<file path="config.mk">
export PLATFORM = sky130hd
export DESIGN_NAME = register_write_arbiter
export DESIGN_NICKNAME = d
export VERILOG_FILES = /design/src/rtl/regbank_arb_pkg.sv /design/src/rtl/register_scoreboard.sv /design/src/rtl/register_write_arbiter.sv
export SDC_FILE = /design/constraint.sdc
export NUM_CORES = 1
export LEC_CHECK = 0
export CORE_MARGIN = 4
export CORE_UTILIZATION = 39
export DETAILED_ROUTE_END_ITERATION = 10
export PLACE_DENSITY = 0.79
export SETUP_SLACK_MARGIN = 0.02
export SLEW_MARGIN = 10
export SYNTH_ARGS = -nofsm -noshare
export SYNTH_HDL_FRONTEND = slang
export SYNTH_SLANG_ARGS = --single-unit
</file>
<file path="constraint.sdc">
create_clock -name clk -period 2.1 [get_ports clk]
set_input_delay 0.315 -clock clk [delete_from_list [all_inputs] [get_ports clk]]
set_output_delay 0.315 -clock clk [all_outputs]
set_load 0.005 [all_outputs]
</file>
<file path="src/rtl/regbank_arb_pkg.sv">
// regbank_arb_pkg
//   Shared types and constants for the register bank write-port arbiter.
//   - DEFAULT_DATA_WIDTH / DEFAULT_ADDR_WIDTH : default datapath and address widths
//   - STARVE_CNT_W                            : width of the long-latency starvation counter
//   - grant_t                                 : write-port owner for the current cycle
package regbank_arb_pkg;

  localparam int DEFAULT_DATA_WIDTH = 32;
  localparam int DEFAULT_ADDR_WIDTH = 5;
  localparam int STARVE_CNT_W       = 4;

  typedef enum logic [1:0] {
    GRANT_NONE = 2'd0,
    GRANT_WB   = 2'd1,
    GRANT_LU   = 2'd2
  } grant_t;

endpackage

</file>
<file path="src/rtl/register_scoreboard.sv">
// register_scoreboard
//   One busy bit per architectural register. A bit is set when a long-latency
//   op is issued to that register and cleared when its result is written.
//   Ports:
//     clk, reset            : clock, asynchronous active-high reset
//     set_valid, set_addr   : long-latency issue (marks destination busy)
//     clr_valid, clr_addr   : long-latency result written (clears busy)
//     rs1_addr, rs2_addr    : decode read addresses
//     hazard                : either read address is busy (combinational)
module register_scoreboard #(
  parameter int ADDR_WIDTH = 5
) (
  input  logic                  clk,
  input  logic                  reset,
  input  logic                  set_valid,
  input  logic [ADDR_WIDTH-1:0] set_addr,
  input  logic                  clr_valid,
  input  logic [ADDR_WIDTH-1:0] clr_addr,
  input  logic [ADDR_WIDTH-1:0] rs1_addr,
  input  logic [ADDR_WIDTH-1:0] rs2_addr,
  output logic                  hazard
);

  localparam int NUM_REGS = 1 << ADDR_WIDTH;

  logic [NUM_REGS-1:0] busy;
  logic [NUM_REGS-1:0] busy_next;

  // Clear is applied first so that a same-cycle issue to the same register
  // leaves it busy: the new op's result is still outstanding. Issues to x0
  // are ignored, so busy[0] can never become 1.
  always_comb begin
    busy_next = busy;
    if (clr_valid) begin
      busy_next[clr_addr] = 1'b0;
    end
    if (set_valid && (set_addr != '0)) begin
      busy_next[set_addr] = 1'b1;
    end
  end

  always_ff @(posedge clk or posedge reset) begin
    if (reset) begin
      busy <= '0;
    end else begin
      busy <= busy_next;
    end
  end

  assign hazard = busy[rs1_addr] | busy[rs2_addr];

endmodule

</file>
<file path="src/rtl/register_write_arbiter.sv">
// register_write_arbiter
//   Shares the register bank write port between the writeback path (WB) and
//   an out-of-order long-latency unit (LU), and tracks outstanding LU
//   destinations for read-after-write hazard detection.
//   Build option: define REGWRITE_STARVE_GUARD_EN to enable the starvation
//   counter that lets LU pre-empt WB after STARVE_LIMIT denied cycles.
//   Without it WB always wins and wb_stall is tied low.
//   Ports:
//     clk, reset                      : clock, asynchronous active-high reset
//     wb_valid/wb_addr/wb_data        : writeback request
//     wb_stall                        : writeback denied this cycle
//     lu_valid/lu_addr/lu_data        : long-latency result
//     lu_ready                        : long-latency result accepted
//     issue_valid/issue_addr          : long-latency issue (marks busy)
//     rs1_addr, rs2_addr, hazard      : decode hazard lookup
//     rf_write_enable/addr/data       : register bank write port
//
//   Handshake: an LU result transfers in a cycle where lu_valid & lu_ready.
//   lu_ready is computed without looking at lu_valid, and the producer must
//   hold lu_addr/lu_data stable while lu_valid is high and lu_ready is low.
//   WB has no ready; wb_stall tells the pipeline to hold its request.
module register_write_arbiter
  import regbank_arb_pkg::*;
#(
  parameter int DATA_WIDTH   = DEFAULT_DATA_WIDTH,
  parameter int ADDR_WIDTH   = DEFAULT_ADDR_WIDTH,
  parameter int STARVE_LIMIT = 4
) (
  input  logic                  clk,
  input  logic                  reset,
  input  logic                  wb_valid,
  input  logic [ADDR_WIDTH-1:0] wb_addr,
  input  logic [DATA_WIDTH-1:0] wb_data,
  output logic                  wb_stall,
  input  logic                  lu_valid,
  input  logic [ADDR_WIDTH-1:0] lu_addr,
  input  logic [DATA_WIDTH-1:0] lu_data,
  output logic                  lu_ready,
  input  logic                  issue_valid,
  input  logic [ADDR_WIDTH-1:0] issue_addr,
  input  logic [ADDR_WIDTH-1:0] rs1_addr,
  input  logic [ADDR_WIDTH-1:0] rs2_addr,
  output logic                  hazard,
  output logic                  rf_write_enable,
  output logic [ADDR_WIDTH-1:0] rf_write_addr,
  output logic [DATA_WIDTH-1:0] rf_write_data
);

  generate
    if ((STARVE_LIMIT < 1) || (STARVE_LIMIT > 15)) begin : g_bad_limit
      $error("STARVE_LIMIT must be in 1..15");
    end
  endgenerate

  grant_t grant;
  logic   starve;
  logic   lu_fire;

`ifdef REGWRITE_STARVE_GUARD_EN
  localparam logic [STARVE_CNT_W-1:0] LIMIT = STARVE_CNT_W'(STARVE_LIMIT);

  logic [STARVE_CNT_W-1:0] starve_cnt;

  assign starve = (starve_cnt == LIMIT);

  // Counts consecutive cycles an LU result sat waiting. Any gap in
  // lu_valid or a completed transfer restarts the count.
  always_ff @(posedge clk or posedge reset) begin
    if (reset) begin
      starve_cnt <= '0;
    end else if (!lu_valid || lu_fire) begin
      starve_cnt <= '0;
    end else if (starve_cnt != LIMIT) begin
      starve_cnt <= starve_cnt + STARVE_CNT_W'(1);
    end
  end
`else
  assign starve = 1'b0;
`endif

  assign lu_ready = ~wb_valid | starve;
  assign wb_stall = wb_valid & starve;
  assign lu_fire  = lu_valid & lu_ready;

  // lu_fire already implies WB is idle or being overridden.
  always_comb begin
    grant = GRANT_NONE;
    if (wb_valid && !starve) begin
      grant = GRANT_WB;
    end else if (lu_fire) begin
      grant = GRANT_LU;
    end
  end

  always_comb begin
    rf_write_addr = '0;
    rf_write_data = '0;
    case (grant)
      GRANT_WB: begin
        rf_write_addr = wb_addr;
        rf_write_data = wb_data;
      end
      GRANT_LU: begin
        rf_write_addr = lu_addr;
        rf_write_data = lu_data;
      end
      default: begin
        rf_write_addr = '0;
        rf_write_data = '0;
      end
    endcase
  end

  // x0 writes still complete their handshake; only the bank write is dropped.
  assign rf_write_enable = (grant != GRANT_NONE) && (rf_write_addr != '0);

  register_scoreboard #(
    .ADDR_WIDTH (ADDR_WIDTH)
  ) u_scoreboard (
    .clk       (clk),
    .reset     (reset),
    .set_valid (issue_valid),
    .set_addr  (issue_addr),
    .clr_valid (lu_fire),
    .clr_addr  (lu_addr),
    .rs1_addr  (rs1_addr),
    .rs2_addr  (rs2_addr),
    .hazard    (hazard)
  );

endmodule

</file>
# Yosys cells after proc, flatten, opt, wreduce, memory -nomap -nowiden
# Cells that the tools add are included.
# op_classes
n_mux,14
order_cmp,6
bitwise,6
reduce_logical,7
n_eq_ne,2
# ops
cell,n
$mux 32,2
$pmux 32 s2,1
$and 32x32->32,1
$not 32->32,1
$or 32x32->32,1
$lt 5x6->1 const B,4
$bmux 1 s5,2
$demux 1 s5,2
$ge 5x1->1 const B,2
$pmux 5 s2,1
$reduce_bool 5->1,2
$logic_and 1x1->1,4
$mux 1,4
$mux 2,2
$eq 2x1->1 const B,1
$eq 2x2->1 const B,1
$reduce_bool 2->1,1
$and 1x1->1,1
$not 1->1,1
$or 1x1->1,1
# totals
ff_bits,32
elab_cells,36

# Depth between registers and ports, before layout
# Gate-level depths: netlist (run 1).
# logic_depth
word_depth,9
ltp_mapped,6

# Cells and area by module
# Synthesis (run 1) repeated with hierarchy kept, for this count alone.
# hier_totals
hier_cells,237
hier_area_um2,2311.0
# modules_own_cells
module,area_each_um2,cells_each,instances,seq_area_each_um2
register_scoreboard,1900.6,182,1,800.8
register_write_arbiter,410.4,55,1,0.0

# Worst setup path before layout (run 1)
# Ideal clock, no wire load.
# synth_timing
kind,in2out
startpoint,input port rs1_addr[1]
endpoint,output port hazard
stages,6
arrival_ns,1.439
required_time_ns,1.785
slack_ns,0.346
cell_sequence,buf_2 mux2_2 nor3b_1 a311oi_1 a311oi_1 nand4_1
# synth_between
elab_chain_cells,3
# synth_lines
item,line,rtl
start: declaration,register_write_arbiter.sv:41,"input logic [ADDR_WIDTH-1:0] rs1_addr,"
$bmux 1 s5,register_scoreboard.sv:50,assign hazard = busy[rs1_addr] | busy[rs2_addr];
$mux 1 (not written as such),register_scoreboard.sv:50,
$or 1x1->1,register_scoreboard.sv:50,
end: declaration,register_write_arbiter.sv:43,"output logic hazard,"
# Every way passes these cells. The select of a mux whose other input is x is not followed.

# Worst setup path in the final report (run 1)
# layout_timing
startpoint,register u_scoreboard.busy[3]
endpoint,output port hazard
# layout_between
elab_chain_cells,3
elab_cells_between_ends,5
# layout_lines
item,line,rtl
start: declaration,register_scoreboard.sv:26,logic [NUM_REGS-1:0] busy;
start signal: assignment,register_scoreboard.sv:46,busy <= busy_next;
$bmux 1 s5,register_scoreboard.sv:50,
$mux 1 (not written as such),register_scoreboard.sv:50,
$or 1x1->1 *,register_scoreboard.sv:50,
# Mark *: on every way between the ends. The rest lies on a longest branch, timed or not. The select of a mux whose other input is x is not followed.

==> results of run 1 <==
-- worst max path at each step --
| stage | endpoint | from | slack, ps |
|---|---|---|---|
| after CTS | hazard | u_scoreboard.busy[24] | -90 |
| after floorplan | hazard | rs1_addr[1] | 350 |
| final | hazard | u_scoreboard.busy[3] | -130 |
| after detailed placement | hazard | rs2_addr[2] | -700 |
| after global placement | hazard | rs2_addr[2] | -690 |
| after global routing | hazard | u_scoreboard.busy[3] | -200 |
-- kinds of logic after synthesis --
logic type | Yosys count
simple gates | 115
compound gates | 111
flops | 32
mux | 19
buf+inv | 23
other cells | 1
-- metrics by stage --
| step | cells | hold slack [ps] | setup WS, ps | TNS, ps | util (%) |
|---|---|---|---|---|---|
| floorplan | 301 | 431 | 346 | 0 | - |
| global placement | 539 | 513 | -695 | -8850 | 68.9 |
| detailed placement | 539 | 533 | -700 | -8650 | 68.9 |
| CTS | 551 | 408 | -86.2 | -86.2 | 71.7 |
| global route | 552 | 429 | -198 | -198 | 72.3 |
| finish | 552 | 394 | -134 | -134 | 72.3 |
-- layout make-up --
type	count	area [um^2]	share of cell area, %
clock buffer	7	96.3	2.23
clock inverter	1	30.0	0.694
inverter	4	15.0	0.347
multi-input combinational	246	1560	36.0
sequential	32	801	18.5
tap	75	93.8	2.17
timing repair buffer	187	1740	40.1
-- critical path: cells and delay by family (launching register included) --
kind	cells	cell delay (ps)
AO/OA/AOI/OAI	2	270
buffers and inverters	1	130
flip-flops	1	440
multiplexers	1	490
AND/OR/NAND/NOR	2	310
-- layer usage --
metal,GRT usage (%),up-vias,wire [um]
met3,8.80,40,985
met5,0,-,0
met1,28.8,1465,3700
li1,-,1454,-
met4,14.2,0,495
met2,49.1,184,5360
-- cell usage in the layout (no fill, tap or decap), types with 4 or more instances in the layout --
master | netlist | layout
nand3b_1 | 12 | 12
buf_6 | 2 | 4
mux4_2 | 6 | 8
dlygate4sd2_1 | 0 | 4
mux2i_1 | 5 | 5
nand3_1 | 5 | 4
nand2_1 | 65 | 65
o21ai_0 | 92 | 90
nor2_1 | 9 | 9
dfrtp_1 | 32 | 32
or3_1 | 4 | 4
buf_4 | 1 | 49
clkdlybuf4s50_1 | 0 | 123
nor2b_1 | 5 | 4
a22o_1 | 6 | 6
clkbuf_8 | 0 | 7
-- power breakdown --
| part | internal (mW) | total [mW] | switching (mW) |
|---|---|---|---|
| clock | 0.418 | 0.646 | 0.228 |
| sequential | 0.760 | 0.907 | 0.147 |
| combinational | 0.599 | 0.989 | 0.389 |
-- timing repair --
action	in CTS	in global routing
pin swaps	6	1
cloned	0	0
hold buffers	0	0
endpoints found under the setup margin	38	29
gates resized for setup	24	14
buffers inserted	4	1
==> flow_summary.json, run 1 <==
{
  "finalWorstSetupSlack_ps": -134,
  "post-route-drc-count": 0,
  "cp_slowest_cell": "mux4_2",
  "timing.final.crit_share_pct": 106,
  "postSynthCellCount": 301,
  "rsz0062_at_grt": "yes",
  "cts-buffers-inserted": 5,
  "ff2ff_setup_slack_ps": 1220,
  "ys.flop_type": "dfrtp_1",
  "vias": 3143,
  "grt_pass1_vias": 3288,
  "worstSetupPathType": "reg2out",
  "regMostFlops": "u_scoreboard.busy",
  "setup_viol": 1,
  "die_y_um": 87.0,
  "final_max_slew_viol_count": 0,
  "clock_sinks": 32,
  "wirelength_um": 10500,
  "antenna_cells": 0,
  "critical_path.startpoint_type": "register",
  "syn_area_mm2": 0.00243,
  "final_nets": 570,
  "synthTopCellsByCount": "o21ai_0, nand2_1, dfrtp_1, nand3b_1, nor2_1",
  "crit_arrival_ps": 1920,
  "hp-class": "in2async",
  "grt_pass1_wl_um": 16000,
  "r2r_start": "u_scoreboard.busy[23]",
  "ioPinCount": 135,
  "synth_xor_area_share_pct": 0,
  "critPathRequiredTime_ps": 1780,
  "htree_levels": 2,
  "totalPowerFinal_mw": 2.54,
  "gp_congestion": 0.920,
  "stdcell_area_mm2": 0.00433,
  "status": "complete, but fails checks",
  "drt-initial-drc-count": 333,
  "wl_per_cell_um": 19.1,
  "yosys.cell_count.top_type": "o21ai_0",
  "die_w_um": 87.0,
  "muxShareOfSynthArea_pct": 14.4,
  "path_cells": "mux4_2 -> nor2_1 -> a211oi_2 -> a311oi_2 -> nand4_1 -> buf_2",
  "maxCapViolCount": 0,
  "yosys.area.top_type_share_pct": 32.9,
  "num_rows": 28,
  "timing.rr.end": "u_scoreboard.busy[23]",
  "track_usage_pct": 27.6,
  "portBuffers": 133,
  "worstRegToRegCells": 3,
  "viasPerCell": 5.69,
  "syn_to_final_growth_pct": 77.8,
  "initial_core_util_pct": 40.6,
  "dieArea_mm2": 0.00757,
  "yosys.area.top_type": "dfrtp_1",
  "synth_compound_area_share_pct": 25.2,
  "endpoint_kind": "primary output",
  "cts_tree": "yes",
  "drive_above_1_share_pct": 18.4,
  "max_clock_freq_ghz": 0.448,
  "ir_worst_vdd_mv": 0.323,
  "post-dp-hpwl_um": 8310,
  "skew_ps": 0,
  "cp_slowest_stage_delay_ps": 490,
  "drt.antenna.violating_nets": 0,
  "clockBufferDepth": 2,
  "synthTopCellsByArea": "dfrtp_1, o21ai_0, nand2_1",
  "synth.avg_cell_area_um2": 8.09,
  "antenna_found_initial": 0,
  "clk_pin_slew_ps": 70,
  "drt_first_pass_iters": 5,
  "yosys.area_share.simple_pct": 22.9,
  "placed_cell_area_mm2": 0.00413,
  "cts_root_buffer": "clkbuf_8",
  "synth-edff-count": 0,
  "hold_violations": 0,
  "violations": "negative setup slack",
  "synth-adder-area-share_pct": 0,
  "power.density_mw_per_mm2": 587,
  "synth-seq-cells": 32,
  "ys_seq_area_share_pct": 32.9,
  "overflow": 0,
  "reg_top3": "u_scoreboard.busy x32",
  "synth_top_family_by_area": "compound AO/OA/AOI/OAI gates",
  "crit_fanout": 3,
  "synthesis.nets": 395,
  "num-fill-cells": 478,
  "grt_start_max_net_pins": 39,
  "synth_cell_types": 39,
  "leakagePower_nw": 1.79,
  "ys_warn_count": 0,
  "largest_register_ffs": 32,
  "ys_async_sr_fraction_pct": 100,
  "clk_latency_ps": 280,
  "min_period_ps": 2230,
  "core_area_mm2": 0.00599
}
Note: power is estimated with default switching activity, not from simulation.
==> run 2: changes to the inputs <==
--- a/config.mk
+++ b/config.mk
@@ -8,6 +8,7 @@
 export CORE_MARGIN = 4
 export CORE_UTILIZATION = 39
 export DETAILED_ROUTE_END_ITERATION = 10
+export HOLD_SLACK_MARGIN = 0.08
 export PLACE_DENSITY = 0.79
 export SETUP_SLACK_MARGIN = 0.02
 export SLEW_MARGIN = 10
==> constraint.sdc (replaced) <==
create_clock -name clk -period 2.56 [get_ports clk]
set_input_delay 0.384 -clock clk [delete_from_list [all_inputs] [get_ports clk]]
set_output_delay 0.384 -clock clk [all_outputs]
set_load 0.005 [all_outputs]
==> run 2 against run 1 <==
The flow now finishes without violations. Final cell count shrank 4.9%. First-iteration DRC count up 6.0%. Critical path depth stayed put. Routed wire length is 8.7% lower. Global-route usage shrank 2.5 points. Highest routed layer unchanged. Largest cell class unchanged. Power is 30% lower. Hold slack better by 85 ps. Flip-flop and latch count is the same. Register-to-register slack better by 540 ps. Final area decreased by 6.1%.
==> flow_summary.json, run 2 (same netlist as run 1, synthesis figures left out) <==
{
  "status": "completed",
  "wirelength_um": 9620,
  "ff2ff_setup_slack_ps": 1760,
  "hold_violations": 0,
  "endpoint_kind": "primary output",
  "drt_first_pass_iters": 5,
  "vias": 3012,
  "cp_slowest_stage_delay_ps": 420,
  "hold_ws_ps": 478,
  "die_w_um": 87.0,
  "grt_pass1_wl_um": 14600,
  "switching_share_pct": 31.7,
  "power.density_mw_per_mm2": 440,
  "clockBufferDepth": 2,
  "timing.final.crit_share_pct": 94.8,
  "cts-buffers-inserted": 5,
  "intPower_mw": 1.22,
  "dieArea_mm2": 0.00757,
  "ir_worst_vdd_mv": 0.275,
  "cpLargestDelayFamily": "simple AND/OR/NAND/NOR gates",
  "hp-class": "in2async",
  "dp_cells": 518,
  "rsz0062_at_grt": "no",
  "path_cells": "clkdlybuf4s50_1 -> nor2b_1 -> a22o_1 -> or3_1 -> or3_1 -> dlygate4sd2_1",
  "largest_register_ffs": 32,
  "dp_slack_ps": -399,
  "crit_top_cell": "or3_1",
  "wl_per_cell_um": 18.3,
  "final_nets": 544,
  "num_rows": 28,
  "overflow": 0,
  "worstRegToRegCells": 2,
  "critPathRequiredTime_ps": 2180,
  "r2r_start": "u_scoreboard.busy[6]",
  "setup_viol": 0,
  "cp_slowest_cell": "clkdlybuf4s50_1",
  "track_usage_pct": 25.0,
  "clock_sinks": 32,
  "antenna_found_initial": 0,
  "regMostFlops": "u_scoreboard.busy",
  "cts_hold_buf": 0,
  "stdcell_area_mm2": 0.00407,
  "final_max_slew_viol_count": 0,
  "leakagePower_nw": 1.64,
  "num-fill-cells": 497,
  "crit_arrival_ps": 2040,
  "grt_pass1_vias": 2970,
  "critPathBufInv": 2,
  "htree_levels": 2,
  "maxCapViolCount": 0,
  "pwr-share-clk_pct": 19.9,
  "viasPerCell": 5.74,
  "antenna_cells": 0,
  "min_period_ps": 2430,
  "cts_tree": "yes",
  "post-route-drc-count": 0,
  "die_y_um": 87.0,
  "tns_ps": 0,
  "power.share.sequential_pct": 42.4,
  "timing.rr.end": "u_scoreboard.busy[6]",
  "post-dp-hpwl_um": 7800,
  "p_sw_uw": 568,
  "utilization_pct": 67.9,
  "placed_cell_area_mm2": 0.00397,
  "gp_congestion": 0.998,
  "max_clock_freq_ghz": 0.412,
  "instances_no_fill": 525,
  "worstSetupPathType": "in2out",
  "drive_above_1_share_pct": 11.3,
  "final_common_cell": "clkdlybuf4s50_1",
  "totalPowerFinal_mw": 1.79,
  "cts_root_buffer": "clkbuf_8",
  "drt.antenna.violating_nets": 0,
  "core_area_mm2": 0.00599,
  "grt_start_max_net_pins": 36,
  "pwr-share-comb_pct": 37.7,
  "drt-initial-drc-count": 353,
  "reg_top3": "u_scoreboard.busy x32",
  "ioPinCount": 135,
  "initial_core_util_pct": 40.6,
  "clk_latency_ps": 280,
  "clk_pin_slew_ps": 60,
  "mostFrequentLayoutCells": "clkdlybuf4s50_1, o21ai_0, nand2_1",
  "syn_to_final_growth_pct": 67.0,
  "portBuffers": 133,
  "finalWorstSetupSlack_ps": 132,
  "critical_path.startpoint_type": "primary input",
  "crit_fanout": 2,
  "skew_ps": 0
}
[run 2: changes by cell type in the layout (fill, tap and decap cells not counted), moves of 2 or more]
| cell | previous run | this run |
|---|---|---|
| buf_4 | 49 | 25 |
| clkdlybuf4s50_1 | 123 | 126 |
| clkbuf_8 | 7 | 5 |
| mux4_1 | 3 | 5 |
| mux4_2 | 8 | 6 |
| o21ai_0 | 90 | 92 |
[run 2: worst max-delay path by stage]
stage,slack [ps],startpoint,to,cells after the start
floorplan,670,rs1_addr[1],hazard,6
global placement,-360,rs2_addr[2],hazard,8
detailed placement,-400,rs2_addr[2],hazard,8
CTS,100,rs2_addr[4],hazard,7
global route,40,rs2_addr[2],hazard,8
finish,130,lu_addr[0],rf_write_enable,6
[run 2: what timing repair did]
| action | 4_1_cts | 5_1_grt |
|---|---|---|
| pin swaps | 4 | 1 |
| gates resized for setup | 11 | 5 |
| endpoints found under the setup margin | 2 | 1 |
| setup buffers | 0 | 0 |
[run 2: power by group through the flow]
| stage | Clock, mW | Sequential [mW] | Combinational (mW) |
|---|---|---|---|
| global placement | 0 | 0.751 | 0.651 |
| floorplan | 0 | 0.681 | 0.331 |
| finish | 0.356 | 0.759 | 0.675 |
| detailed placement | 0 | 0.758 | 0.671 |
| global route | 0.387 | 0.764 | 0.740 |
| CTS | 0.355 | 0.749 | 0.670 |
[run 2: tightest hold or removal path, stage by stage]
cell	delay [ps]
clkdlybuf4s50_1	400
inv_1	50
buf_4	350
[run 2: area by class of cell]
type / count / area (um^2) / share of cell area [%]
sequential: 32 / 801 / 19.7
multi-input combinational: 246 / 1540 / 37.8
clock buffer: 6 / 72.6 / 1.79
timing repair buffer: 161 / 1540 / 37.9
tap: 75 / 93.8 / 2.31
inverter: 4 / 15.0 / 0.369
clock inverter: 1 / 5.00 / 0.123
[run 2: routing by layer]
layer	GRT usage [%]	wire length, um	share of wire, %	vias up
met5	0	0	0	-
met4	10.5	388	4.0	0
met3	9.37	994	10	38
met2	43.9	4770	50	176
met1	26.9	3470	36	1403
li1	-	-	-	1395
